**src/rtl/mmc3_a12_filter.sv**
```systemverilog
// rtl/mmc3_a12_filter.sv - MMC3 A12 synchronizer, deglitcher and low-time qualifier
module mmc3_a12_filter #(
    parameter int SYNC_STAGES = 2,
    parameter int DG_LEN      = 2,
    parameter int MIN_LOW_M2  = 2,
    parameter int M2_TO_CLKS  = 200
) (
    input  logic       clk,
    input  logic       map_rst_n,
    input  logic       ppu_a12,
    input  logic       m2,
    input  logic       ss_act,
    output logic       a12d,
    output logic       a12_rise,
    output logic       a12_stb,
    output logic [2:0] low_m2_cnt
);

    typedef enum logic [1:0] {
        S_LOW   = 2'd0,
        S_ARMED = 2'd1,
        S_HIGH  = 2'd2
    } state_t;

    localparam logic [2:0] LP_MIN_M2  = 3'(MIN_LOW_M2);
    localparam logic [7:0] LP_TO_CLKS = 8'(M2_TO_CLKS);
    localparam logic [2:0] LP_M2_SAT  = 3'd7;
    localparam logic [7:0] LP_CLK_SAT = 8'd255;

    logic [SYNC_STAGES-1:0] r_a12_sync;
    logic [SYNC_STAGES-1:0] r_m2_sync;
    logic                   r_m2_prev;
    logic [DG_LEN-1:0]      r_taps;
    logic                   r_a12d;
    logic                   r_rise;
    state_t                 r_state;
    logic [2:0]             r_low_m2;
    logic [7:0]             r_low_clk;

    logic w_a12_s;
    logic w_m2_s;
    logic w_m2_fall;
    logic w_all_hi;
    logic w_all_lo;
    logic w_rise;
    logic w_fall;
    logic w_qual;
    logic w_count_en;

    assign w_a12_s   = r_a12_sync[SYNC_STAGES-1];
    assign w_m2_s    = r_m2_sync[SYNC_STAGES-1];
    assign w_m2_fall = r_m2_prev & ~w_m2_s;

    // Bring both asynchronous inputs into the clk domain and keep the previous M2 sample for edge detection
    always_ff @(posedge clk or negedge map_rst_n) begin
        if (!map_rst_n) begin
            r_a12_sync <= '0;
            r_m2_sync  <= '0;
            r_m2_prev  <= 1'b0;
        end else begin
            r_a12_sync <= {r_a12_sync[SYNC_STAGES-2:0], ppu_a12};
            r_m2_sync  <= {r_m2_sync[SYNC_STAGES-2:0], m2};
            r_m2_prev  <= w_m2_s;
        end
    end

    generate
        if (DG_LEN == 1) begin : g_tap_single
            // Single-tap filter: the synchronized sample alone decides the level
            always_ff @(posedge clk or negedge map_rst_n) begin
                if (!map_rst_n) begin
                    r_taps <= '0;
                end else begin
                    r_taps <= w_a12_s;
                end
            end
        end else begin : g_tap_shift
            // Deglitch shift register of synchronized A12 samples
            always_ff @(posedge clk or negedge map_rst_n) begin
                if (!map_rst_n) begin
                    r_taps <= '0;
                end else begin
                    r_taps <= {r_taps[DG_LEN-2:0], w_a12_s};
                end
            end
        end
    endgenerate

    assign w_all_hi = &r_taps;
    assign w_all_lo = ~|r_taps;
    assign w_rise   = ~r_a12d & w_all_hi;
    assign w_fall   = r_a12d & w_all_lo;

    // Qualification looks only at counter values registered before the current edge
    assign w_qual     = (r_low_m2 >= LP_MIN_M2) | (r_low_clk >= LP_TO_CLKS);
    assign w_count_en = ~r_a12d & ~ss_act;

    // Low-phase counters: cleared on the filtered rise, frozen while high or during save-state access
    always_ff @(posedge clk or negedge map_rst_n) begin
        if (!map_rst_n) begin
            r_low_m2  <= '0;
            r_low_clk <= '0;
        end else if (w_rise) begin
            r_low_m2  <= '0;
            r_low_clk <= '0;
        end else if (w_count_en) begin
            if (w_m2_fall && (r_low_m2 != LP_M2_SAT)) begin
                r_low_m2 <= r_low_m2 + 3'd1;
            end
            if (r_low_clk != LP_CLK_SAT) begin
                r_low_clk <= r_low_clk + 8'd1;
            end
        end
    end

    // Filtered level, qualification state and the single-clock rise pulse
    always_ff @(posedge clk or negedge map_rst_n) begin
        if (!map_rst_n) begin
            r_state <= S_LOW;
            r_a12d  <= 1'b0;
            r_rise  <= 1'b0;
        end else begin
            r_rise <= 1'b0;
            if (w_all_hi) begin
                r_a12d <= 1'b1;
            end else if (w_all_lo) begin
                r_a12d <= 1'b0;
            end
            case (r_state)
                S_LOW: begin
                    if (w_rise) begin
                        r_state <= S_HIGH;
                    end else if (w_qual) begin
                        r_state <= S_ARMED;
                    end
                end
                S_ARMED: begin
                    if (w_rise) begin
                        r_rise  <= ~ss_act;
                        r_state <= S_HIGH;
                    end
                end
                S_HIGH: begin
                    if (w_fall) begin
                        r_state <= S_LOW;
                    end
                end
                default: begin
                    r_state <= S_LOW;
                end
            endcase
        end
    end

    assign a12d       = r_a12d;
    assign a12_rise   = r_rise;
    assign a12_stb    = w_qual & (r_state == S_ARMED);
    assign low_m2_cnt = r_low_m2;

endmodule

```
**config.mk**
```make
export PLATFORM = sky130hd
export DESIGN_NAME = mmc3_a12_filter
export DESIGN_NICKNAME = d
export VERILOG_FILES = /design/src/rtl/mmc3_a12_filter.sv
export SDC_FILE = /design/constraint.sdc
export NUM_CORES = 1
export LEC_CHECK = 0
export ABC_AREA = 1
export BUFFER_PORTS_ARGS = -buffer_cell sky130_fd_sc_hd__clkbuf_2
export CAP_MARGIN = 20
export CORE_ASPECT_RATIO = 0.7
export CORE_MARGIN = 1.5
export CORE_UTILIZATION = 50
export CTS_CLUSTER_SIZE = 14
export DETAILED_ROUTE_END_ITERATION = 10
export PLACE_DENSITY = 0.72
export SLEW_MARGIN = 20
export SYNTH_ARGS = -nofsm -noshare
export SYNTH_HDL_FRONTEND = slang
export SYNTH_SLANG_ARGS = --single-unit
```
**constraint.sdc**
```tcl
create_clock -name clk -period 1.23 [get_ports clk]
set_input_delay 0 -clock clk [delete_from_list [all_inputs] [get_ports clk]]
set_output_delay 0 -clock clk [all_outputs]
set_load 0.05 [all_outputs]
```
=== Word level (Yosys, flattened, before mapping) ===
Cells that the tools add are included.

* Flip-flop bits (word level): 22
* Output and inout port bits: 6
* Logic and storage cells: 56
* Input port bits: 5

* Add/sub/neg operators: 2
* Equal/unequal tests: 8
* $lt $le $gt $ge: 2
* Bitwise operators: 9
* Muxes and demuxes: 15
* Reductions and logical operators: 11

{| class="wikitable"
|+ Operator list
! cell !! count
|-
| 8-bit two-way mux || 3
|-
| 3-bit two-way mux || 3
|-
| 8-bit by 1-bit adder with 8-bit output (second input constant) || 1
|-
| 8-bit greater-or-equal comparator (second input constant) || 1
|-
| 2-bit two-way mux || 4
|-
| 8-bit != test (second input constant) || 1
|-
| 2-bit != test (second input constant) || 3
|-
| 3-bit != test (second input constant) || 2
|-
| 2-bit case mux with 3 select lines || 1
|-
| 2-bit AND reduction || 3
|-
| 2-bit nonzero test || 3
|-
| 1-bit bitwise AND || 5
|-
| 1-bit two-way mux || 4
|-
| 3-bit by 1-bit adder with 3-bit output (second input constant) || 1
|-
| 3-bit by 2-bit greater-or-equal comparator with 1-bit output (second input constant) || 1
|-
| 1-bit NOT || 3
|-
| 3-bit AND reduction || 1
|-
| 2-bit by 1-bit == test with 1-bit output (second input constant) || 1
|-
| 2-bit == test (second input constant) || 1
|-
| 2-bit logical NOT || 1
|-
| 2-bit OR reduction || 1
|-
| 1-bit logical AND || 1
|-
| 1-bit logical NOT || 1
|-
| 1-bit bitwise OR || 1
|}

=== Longest topological paths before layout ===
Gate-level depths: netlist of the first run.

* Word-level depth: 6
* Mapped depth: 8
* Mapped depth without buffers: 7

=== Least setup slack after synthesis of the first run ===
No wires, ideal clock.

* Path kind: flip-flop to output port
* Start: reg r_low_m2[1] (netlist: low_m2_cnt[1])
* End: out a12_stb
* Arrival time: 1660 ps
* Data required time: 1230 ps
* Slack: -430 ps
* Cell stages (with the launch flop): 3
* Cells stage by stage: dfrtp_1 > inv_1 > a31oi_1

* Word-level cells in the longest chain between the ends: 3

{| class="wikitable"
|+ RTL lines
! item !! line !! text
|-
| start: declaration || 37 || <nowiki>logic [2:0] r_low_m2;</nowiki>
|-
| start signal: assignment || 108 || <nowiki>r_low_m2 <= r_low_m2 + 3'd1;</nowiki>
|-
| 3-bit by 2-bit greater-or-equal comparator with 1-bit output || 95 || <nowiki>assign w_qual = (r_low_m2 >= LP_MIN_M2) | (r_low_clk >= LP_TO_CLKS);</nowiki>
|-
| 1-bit bitwise OR || 95 ||
|-
| 1-bit bitwise AND || 157 || <nowiki>assign a12_stb = w_qual & (r_state == S_ARMED);</nowiki>
|-
| end: declaration || 15 || <nowiki>output logic a12_stb,</nowiki>
|}

No other way between the ends.

=== Worst setup path in the final report of the first run ===
* Start: reg r_low_m2[0] (netlist: low_m2_cnt[0])
* End: reg r_low_m2[2] (netlist: low_m2_cnt[2])

* Word-level cells in the longest chain between the ends: 4

{| class="wikitable"
|+ RTL lines
! item !! line !! text
|-
| 3-bit by 1-bit adder with 3-bit output or 3-bit != test (tied branches) || 108, 107 ||
|-
| 3-bit two-way mux or 1-bit logical AND (tied branches) || 107 || <nowiki>if (w_m2_fall && (r_low_m2 != LP_M2_SAT)) begin</nowiki>
|-
| 3-bit two-way mux or 2-bit nonzero test (tied branches) || n/a ||
|-
| 3-bit two-way mux or 2-bit AND reduction (tied branches) || n/a ||
|}

Parallel ways exist; a longest one is shown, timed or not. The select of a mux whose other input is x is not followed.
A chain may end at the register's enable or synchronous reset.

==> impl_metrics.ini, run 1 <==
[routing]
drc = 0
viasPerCell = 5.357
route.vias.total = 991
ant_nets = 0
drt_iter0_drc = 65
drt-pass1-iter-count = 6
wl_per_cell_um = 15.52
routed_wl_um = 2872

[synth]
synth_fp_nets = 134
yosysUniqueCellTypes = 19
ys_ff_latch = 22
yosys_warnings = 0
syn_area_mm2 = 0.001060
yosys.area.top_type = dfrtp_1
netlist_top_cells_area = dfrtp_1 (52%), nand2_1 (8.5%), ha_1 (7.1%), inv_1 (7.1%), nand3_1 (7.1%)
ys_seq_area_share_pct = 51.95
netlist.area_leader.share_pct = 51.95
avgSynthCellArea_um2 = 8.616
syn_inst = 123

[worst_setup_path]
startpoint_type = flop
crit_arrival_ns = 1.65
slowest_stage = dfrtp_2
crit_path_cell_trace = ha_4 > ha_4 > inv_2 > nand3b_1 > o21ai_4 > buf_4 > o21ai_1
crit_fanout = 6
worstRegToRegCells = 7
rr_startpoint = low_m2_cnt[0]$_DFFE_PN0P_
worstPathRequired_ns = 1.44
crit_path_max_incr_delay_ns = 0.45
cp_common_cell = ha_4
worstSetupPathType = reg2reg
rr_endpoint = low_m2_cnt[2]$_DFFE_PN0P_
endpoint_kind = flop
reg2reg_slack_ns = -0.21

[placed_design]
dp_hpwl_um = 1563
post-place-ws_ns = -0.1114
placed_cell_area_mm2 = 0.001256
placedCellCount = 167
portBuffers = 10
place.gp.congestion = 0.7821

[floorplanning]
dieArea_mm2 = 0.002409
die_width_um = 58.03
core-area_mm2 = 0.001919
ios = 11
start_util_pct = 55.22
die_h_um = 41.52
rows = 13

[sta]
rsz0062_at_grt = true
period_share_pct = 117.1
hold_ws_ns = 0.1972
fin_ws_ns = -0.2101
tns_ns = -1.160
relSlewSlack_pct = 62.98
worst_slew_pin_slew_ns = 0.5552
hold_violations = 0
fin_crit_ns = 1.440
skew_ns = 0.006647
setup_viol = 12
timing.fmax_mhz = 694.4
slew_viol_final = 0

[clock_network]
cts_tree = done
clockBufferDepth = 2
clock_latency_ns = 0.31
clkSinkCount = 22
numCtsBuffers = 3
cts_max_level = 1
clkTransAtPathRegs_ns = 0.12
root_buffer = clkbuf_4

[layout]
fillCellCount = 101
final_cell_mix = nand2_1 (19), buf_4 (18), dfrtp_1 (17)
diodes = 0
final_net_count = 175
drive_gt1_share_pct = 44.17
utilization_pct = 82.86
stdcell_area_mm2 = 0.001590
layout_commonest_cell = nand2_1
instances_no_fill = 185
syn2layout_area_growth_pct = 50.06

[global_routing]
grt_antenna_before_repair = 0
grt_max_degree = 23
grt-ovfl-total = 0
grt_pass1_wl_um = 3912
grt_pass1_vias = 812
grt.total_usage_pct = 21.98

[status]
violations = negative setup slack
status = finished with violations

[pwr]
irDropWorstVdd_v = 0.001375
p_total_mw = 3.153
leakagePower_nw = 0.7791
p_per_area_mw_per_mm2 = 1983

[flow_run]
maxCapViolCount = 0

[hold_path]
min_path_type = in2async
-- how the worst max path moves through the flow --
stage	startpoint	endpoint	slack, ns	cells after the start
after floorplan	low_m2_cnt[0]$_DFFE_PN0P_	low_m2_cnt[0]$_DFFE_PN0P_	-0.18	7
after global placement	low_m2_cnt[0]$_DFFE_PN0P_	low_m2_cnt[1]$_DFFE_PN0P_	-0.06	7
after detailed placement	low_m2_cnt[0]$_DFFE_PN0P_	low_m2_cnt[0]$_DFFE_PN0P_	-0.11	7
after CTS	r_low_clk[5]$_DFFE_PN0P_	a12_stb	-0.13	5
after global routing	low_m2_cnt[0]$_DFFE_PN0P_	low_m2_cnt[0]$_DFFE_PN0P_	-0.26	7
final	low_m2_cnt[0]$_DFFE_PN0P_	low_m2_cnt[2]$_DFFE_PN0P_	-0.21	7
-- registers in the layout (all words and copies together), names as in the netlist --
name        flops
r_m2_sync       2
r_taps          2
a12_rise        1
r_low_clk       8
r_state         2
a12d            1
r_m2_prev       1
r_a12_sync      2
low_m2_cnt      3
-- what timing repair did --
item	in CTS	in global routing
hold endpoints to repair	25	0
setup buffers	4	5
pin swaps	5	15
setup endpoints to repair	12	15
cloned	0	1
hold buffers	4	0
gates resized for setup	15	33
-- metal layers --
metal,global-route usage [%],wire [µm]
met5,0,0
met4,2.791,46
met3,6.542,103
met2,36.14,1410
met1,29.58,1312
-- critical path, delay by kind of cell (launching register included) --
family | cells | cell delay, ns
flops | 1 | 0.45
buf+inv | 2 | 0.19
simple gates | 1 | 0.12
compound gates | 2 | 0.28
fa+ha+maj | 2 | 0.32
-- report_power, final --
group	leakage [nW]	switching, mW	internal (mW)
sequential	0.271	0.195	0.891
clock	0.0279	0.216	0.330
combinational	0.481	0.877	0.645
-- cell families after synthesis --
group	Yosys count	synth area share, %
buffers and inverters	22	8.618
adders and majority gates	6	7.084
muxes	1	0.9445
AOI/OAI and AO/OA	17	8.501
DFF	22	51.95
and+or+nand+nor	55	22.91
-- cell type report --
cell class	count	area (µm²)	area share, %
flip-flops and latches	22	556.8	35.01
multi-input cells	80	571.8	35.96
well taps	22	27.53	1.731
inverters	20	75.07	4.721
clock inverters	1	30.03	1.888
clock buffers	3	22.52	1.416
repair buffers	37	306.5	19.28
-- synthesized netlist by cell type --
cell and n:
ha_1 6, nand4_1 1, or2_2 1, nor3_1 1
nand3b_1 1, nand2_2 2, o21ai_0 13, buf_2 1
buf_6 1, o21ai_2 1, nand3_1 15, nor2_1 9
nand2_1 24, mux2i_1 1, a21oi_1 2, or2_1 1
dfrtp_1 22, inv_1 20, a31oi_1 1
Note: power is estimated with default switching activity, not from simulation.
==> run 2: changes to the inputs <==
- ABC_AREA: 1 -> default
==> impl_metrics.ini, run 2 <==
[sta]
slew_viol_final = 0
hold_ws_ns = 0.1895
fin_crit_ns = 1.651
skew_ns = 0.006620
timing.fmax_mhz = 605.6
setup_viol = 14
relSlewSlack_pct = 64.23
rsz0062_at_grt = true
period_share_pct = 134.2
worst_slew_pin_slew_ns = 0.5365
fin_ws_ns = -0.4211
tns_ns = -3.455
hold_violations = 0

[pwr]
p_total_mw = 1.909
p_switching_mw = 0.6544
leakagePower_nw = 0.7002
p_per_area_mw_per_mm2 = 1230
pwr-share-comb_pct = 35.1
seqPwrFrac_pct = 47.9
power.share.clock_pct = 17.1
intPower_mw = 1.254
irDropWorstVdd_v = 0.001260
switching_share_pct = 34.29

[layout]
diodes = 0
final_net_count = 147
largest_register_ffs = 8
fillCellCount = 107
instances_no_fill = 157
final_cell_mix = buf_4 (24), dfrtp_1 (19), clkbuf_2 (8)
ff_latch_area_um2 = 554.3
largest_register = r_low_clk
layout_commonest_cell = buf_4
multi_input_area_um2 = 604.3
drive_gt1_share_pct = 56.30
syn2layout_area_growth_pct = 54.61
utilization_pct = 82.94

[synth]
yosys_warnings = 0
synth_fp_nets = 102
netlist.area_leader.share_pct = 54.86
avgSynthCellArea_um2 = 11.03
yosysUniqueCellTypes = 27
async_flop_share_pct = 100.0
synth_edf_count = 0
ys_ff_latch = 22
yosys.area.top_type = dfrtp_1
synthTopCellsByCount = dfrtp_1 (22), nor2_1 (8), inv_1 (7)
netlist_top_cells_area = dfrtp_1 (55%), ha_1 (7.5%), mux2i_1 (5.0%), nor3_1 (3.0%), nor2_1 (3.0%)
synth_most_common_cell = dfrtp_1
syn_inst = 91
syn_area_mm2 = 0.001003
ys_seq_area_share_pct = 54.86
synth_ff_type = dfrtp_1

[routing]
drc = 0
ant_nets = 0
drt-pass1-iter-count = 4
wl_per_cell_um = 15.48
routed_wl_um = 2431
route.vias.total = 892
drt_iter0_drc = 32
viasPerCell = 5.682

[floorplanning]
rows = 13
start_util_pct = 53.65
dieArea_mm2 = 0.002289
core-area_mm2 = 0.001871
die_width_um = 56.55
die_h_um = 40.48
ios = 11

[global_routing]
grt_max_degree = 23
grt-ovfl-total = 0
grt_pass1_wl_um = 3470
grt_antenna_before_repair = 0
grt.total_usage_pct = 21.42
grt_pass1_vias = 817

[worst_setup_path]
crit_arrival_ns = 1.89
worstSetupPathType = reg2reg
crit_fanout = 5
startpoint_type = flop
worstRegToRegCells = 5
reg2reg_slack_ns = -0.42
endpoint_kind = flop
worstPathRequired_ns = 1.47

[clock_network]
clkSinkCount = 22
cts_max_level = 1
numCtsBuffers = 3
clock_latency_ns = 0.30
cts_tree = done
clkTransAtPathRegs_ns = 0.11
root_buffer = clkbuf_4
clockBufferDepth = 2

[placed_design]
place.gp.congestion = 0.8870
placedCellCount = 145
portBuffers = 10
dp_hpwl_um = 1561

[status]
status = finished with violations
violations = negative setup slack

[hold_path]
min_path_type = in2async

[flow_run]
maxCapViolCount = 0
run 2: changes by cell type in the layout (fill, tap and decap cells not counted), sizes merged, moves of 3 or more:
| cell | delta |
|---|---|
| a21oi | +3 |
| buf | +3 |
| inv | -13 |
| mux2i | +4 |
| nand2 | -21 |
| nand3 | -12 |
| nor3 | +5 |
| o21ai | -13 |
| o31ai | +3 |
| or3 | +3 |
| or4 | +3 |
run 2: what timing repair did:
action / in CTS / in global routing
pin swaps: 7 / 2
hold buffers: 4 / 0
setup endpoints to repair: 14 / 15
resized for setup: 16 / 17
buffers inserted: 3 / 3
endpoints found under the hold margin: 25 / 0
cloned: 0 / 0
run 2: final timing paths:
check,start,endpoint
min in group clk,ss_act,r_low_clk[0]$_DFFE_PN0P_
hold reg to reg,r_m2_sync[0]$_DFF_PN0_,r_m2_sync[1]$_DFF_PN0_
hold / removal,map_rst_n,r_low_clk[7]$_DFFE_PN0P_
setup reg to reg,r_taps[0]$_DFF_PN0_,r_low_clk[7]$_DFFE_PN0P_
max in group asynchronous,map_rst_n,a12d$_DFFE_PN0P_
setup / recovery,r_taps[0]$_DFF_PN0_,r_low_clk[7]$_DFFE_PN0P_
run 2: critical path, cell delays in order (launching register included):
cell	delay (ns)
dfrtp_1	0.43
ha_4	0.17
nor2b_2	0.05
or3_4	0.39
or4_4	0.42
a21oi_2	0.14
run 2: power groups by stage:
| stage | logic [mW] | registers [mW] | clock network, mW |
|---|---|---|---|
| 2_1_floorplan | 0.246 | 1.00 | 0 |
| 3_3_place_gp | 0.555 | 0.913 | 0 |
| 3_5_place_dp | 0.583 | 0.920 | 0 |
| 4_1_cts | 0.633 | 0.906 | 0.343 |
| 5_1_grt | 0.740 | 0.923 | 0.370 |
| 6_report | 0.669 | 0.913 | 0.326 |
run 2: layout make-up:
cell class	count	area share (%)
clock buffer	4	1.694
inverter	7	1.694
multi-input combinational	61	38.95
sequential	22	35.73
tap	22	1.774
timing repair buffer	41	20.16
run 2: kinds of logic (layout without fill, tap and decap cells):
kind of cell	Yosys count	after routing	share of synthesized area [%]
flip-flops	22	22	54.86
adder cells (fa/ha/maj)	6	6	7.481
XOR/XNOR	1	1	0.8730
buffers and inverters	8	52	2.993
AO/OA/AOI/OAI	13	13	8.603
multiplexers	6	6	6.110
AND/OR/NAND/NOR	35	35	19.08
run 2: through the flow:
stage          worst slack, ns  area, µm²
6_report               -0.4211       1551
5_1_grt                -0.4748       1551
4_1_cts                -0.4104       1470
3_5_place_dp           -0.4787       1314
3_3_place_gp           -0.4242       1314
2_1_floorplan          -0.3341       1069
run 2: routing by layer:
metal / GRT usage, % / part of all wire (%) / vias to the layer above
li1: - / - / 414
met2: 39.53 / 47 / 33
met3: 7.097 / 4.8 / 10
met4: 8.333 / 2.7 / 0
met1: 24.05 / 45 / 435
met5: 0 / 0 / -
